**config.mk**
```make
export PLATFORM = sky130hd
export DESIGN_NAME = decoder_3to8_led
export DESIGN_NICKNAME = d
export VERILOG_FILES = /design/src/rtl/decoder_3to8_led.sv
export SDC_FILE = /design/constraint.sdc
export NUM_CORES = 1
export LEC_CHECK = 0
export ABC_AREA = 1
export CAP_MARGIN = 20
export CORE_AREA = 2 2 39 41
export CTS_CLUSTER_SIZE = 24
export DETAILED_ROUTE_END_ITERATION = 7
export DIE_AREA = 0 0 41 43
export PLACE_DENSITY = 0.53
export SETUP_SLACK_MARGIN = 0.02
export SYNTH_ARGS = -nofsm -noshare
export SYNTH_HDL_FRONTEND = slang
export SYNTH_SLANG_ARGS = --single-unit
```
**constraint.sdc**
```tcl
create_clock -name clk -period 1.2 [get_ports clk]
set_input_delay 0.18 -clock clk [delete_from_list [all_inputs] [get_ports clk]]
set_output_delay 0.18 -clock clk [all_outputs]
set_load 0.05 [all_outputs]
```
**src/rtl/decoder_3to8_led.sv**
```systemverilog
// -----------------------------------------------------------------------------
// decoder_3to8_led
//
// Registered 3-to-8 line decoder with active-low outputs, modelled on the
// 74x138, driving an 8-LED bank at board top level.
//
// Ports:
//   clk     in   1  system clock, rising-edge active
//   rst     in   1  asynchronous, active-high reset (forces all LEDs off)
//   enable  in   3  {G1, G2A_n, G2B_n}; decoding only when exactly 3'b100
//   switch  in   3  binary select code 0..7
//   led     out  8  registered, active-low; bit k low = LED k selected
// -----------------------------------------------------------------------------
module decoder_3to8_led (
  input  logic       clk,
  input  logic       rst,
  input  logic [2:0] enable,
  input  logic [2:0] switch,
  output logic [7:0] led
);

  // G1 high with both active-low group enables asserted.
  localparam logic [2:0] ENABLE_CODE = 3'b100;
  localparam logic [7:0] LED_ALL_OFF = 8'hFF;

  logic [7:0] led_next_s;
  logic [7:0] led_r;

  // Active-low one-hot: every bit high except the selected one.
  function automatic logic [7:0] decode_low(input logic [2:0] sel);
    logic [7:0] onehot;
    onehot = 8'h01 << sel;
    return ~onehot;
  endfunction

  // Next LED pattern from the current enable group and select code.
  always_comb begin
    led_next_s = LED_ALL_OFF;
    if (enable == ENABLE_CODE) begin
      led_next_s = decode_low(switch);
    end else begin
      led_next_s = LED_ALL_OFF;
    end
  end

  // Output register; reset drives all LEDs off without waiting for a clock.
  always_ff @(posedge clk or posedge rst) begin
    if (rst) begin
      led_r <= LED_ALL_OFF;
    end else begin
      led_r <= led_next_s;
    end
  end

  assign led = led_r;

endmodule

```
==> flow_summary.ini <==
[critical_path]
worstPathCellList = buf_12
crit_path_end_kind = output port
path_buf_inv = 1
crit_slowest_cell = dfstp_2
worstPathArrival_ns = 0.92
max_stage_delay_ns = 0.54
required_ns = 1.02
cp-start-kind = flip-flop
critPathTopFamily = flip-flops
crit_fanout = 1
critPathKind = flip-flop to output port

[place]
placed_area_sq_um = 569
place_hpwl_um = 458
gp_congestion = 0.685
io_buffers = 15

[grt]
grt_pass1_wl_um = 910
grt_max_degree = 9
grt_usage = 0.0884
overflow = 0
antenna_found_initial = 0
grt_pass1_vias = 239

[synth]
netlist_area_sq_um = 319
syn_inst = 35
ys.warnings.count = 0
ys_seq_elements = 8
synthesis.nets = 43
yosysUniqueCellTypes = 6
seq_area_frac_synth = 0.659
avgSynthCellArea_sq_um = 9.12

[cts]
cts_buffers = 3
cts_resized = 0
clock_sinks = 8
cts_setup_buffers = 0
h-tree-depth = 1
ctsHoldBuffers = 0
clk_path_buf_depth = 2
cts_tree = yes
ctsRootBufferMaster = clkbuf_4
clk_pin_slew_ns = 0.05

[timing]
drv_slew = 0
finalSetupViolCount = 0
tns_ns = 0
max_freq_ghz = 0.913
min_period_ns = 1.10
worst_pin_slew_ns = 0.259
hold_viol_final = 0
slew_headroom = 0.827
finalCritPeriodShare = 0.913
rsz0062_at_grt = no

[flow_run]
cap_violations = 0

[layout]
fin_util = 0.428
final_layout_size_suffix_gt1_frac = 0.396
final_net_count = 63
largest_reg_flops = 8
final_cell_area_sq_um = 592
diodes = 0
area_growth_pct = 85.5
fillers = 126

[routing]
wire_per_inst_um = 7.43
drt_pass1_iterations = 4
drt_first_iter_violations = 3
drt_wl_total_um = 513
via_count = 273
drc_errors = 0
final_antenna_net_count = 0
avgViaCountPerCell = 3.96

[floorplan]
ioPinCount = 16
start_util = 0.231
fp.dieW_um = 41
die_area_sq_um = 1760
num_rows = 14
core-area_sq_um = 1380
die_h_um = 43

[pwr]
power_mw = 0.542
leakage_nw = 0.268
cellPowerDensity_nw_per_um2 = 916
ir_drop_uv = 272

[outcome]
outcome = completed

[worst_hold_path]
hold_path_class = input pin to async pin
-- power breakdown --
part	internal [mW]	switching (mW)	total, mW
clock network	0.113	0.0772	0.191
registers	0.276	0.00203	0.278
logic	0.0367	0.0364	0.0731
total	0.426	0.116	0.542
-- layer usage --
layer / track usage / vias up / share of wire
li1: - / 136 / -
met1: 0.0803 / 117 / 0.35
met2: 0.113 / 16 / 0.49
met3: 0.0314 / 4 / 0.078
met4: 0.140 / 0 / 0.078
met5: 0 / - / 0
-- cell usage in the layout (no fill, tap or decap) --
cell,count
clkbuf_4,3
inv_2,1
inv_1,4
nor2_4,1
dfstp_2,8
nand2_1,13
buf_12,8
nor2_1,8
clkdlybuf4s50_1,7
-- final cells by class --
cell class,count,area [sq um],area share
Timing Repair Buffer,15,230,0.389
Sequential cell,8,210,0.355
Multi-Input combinational cell,22,90.1,0.152
Clock buffer,3,22.5,0.0381
Tap cell,16,20.0,0.0338
Inverter,5,18.8,0.0317
-- worst paths after layout --
kind	depth (start not counted)	start	slack, ns	to
setup / recovery	1	led[6]	0.10	led[6]
hold / removal	2	rst	0.42	led[7]
max in group asynchronous	2	rst	0.76	led[6]
min in group clk	4	switch[0]	0.59	led[7]
-- cells by family (layout without fill, tap and decap cells) --
kind of cell	after synthesis	count (layout)	share of synthesized area
buffers and inverters	5	23	0.0588
and+or+nand+nor	22	22	0.282
DFF	8	8	0.659
-- through the flow --
stage | hold WS [ns] | setup WS, ns | std cells
after detailed placement | 0.671 | 0.114 | 66
after floorplan | 0.223 | 0.364 | 35
after global routing | 0.462 | 0.0657 | 69
after global placement | 0.672 | 0.157 | 66
after CTS | 0.432 | 0.0932 | 69
final | 0.422 | 0.104 | 69
-- cells in the mapped netlist --
master | count | area [sq um]
inv_1 | 4 | 15.0
inv_2 | 1 | 3.75
nand2_1 | 13 | 48.8
nor2_1 | 8 | 30.0
dfstp_2 | 8 | 210
nor2_4 | 1 | 11.3
Power figures use the tool's default switching activity.
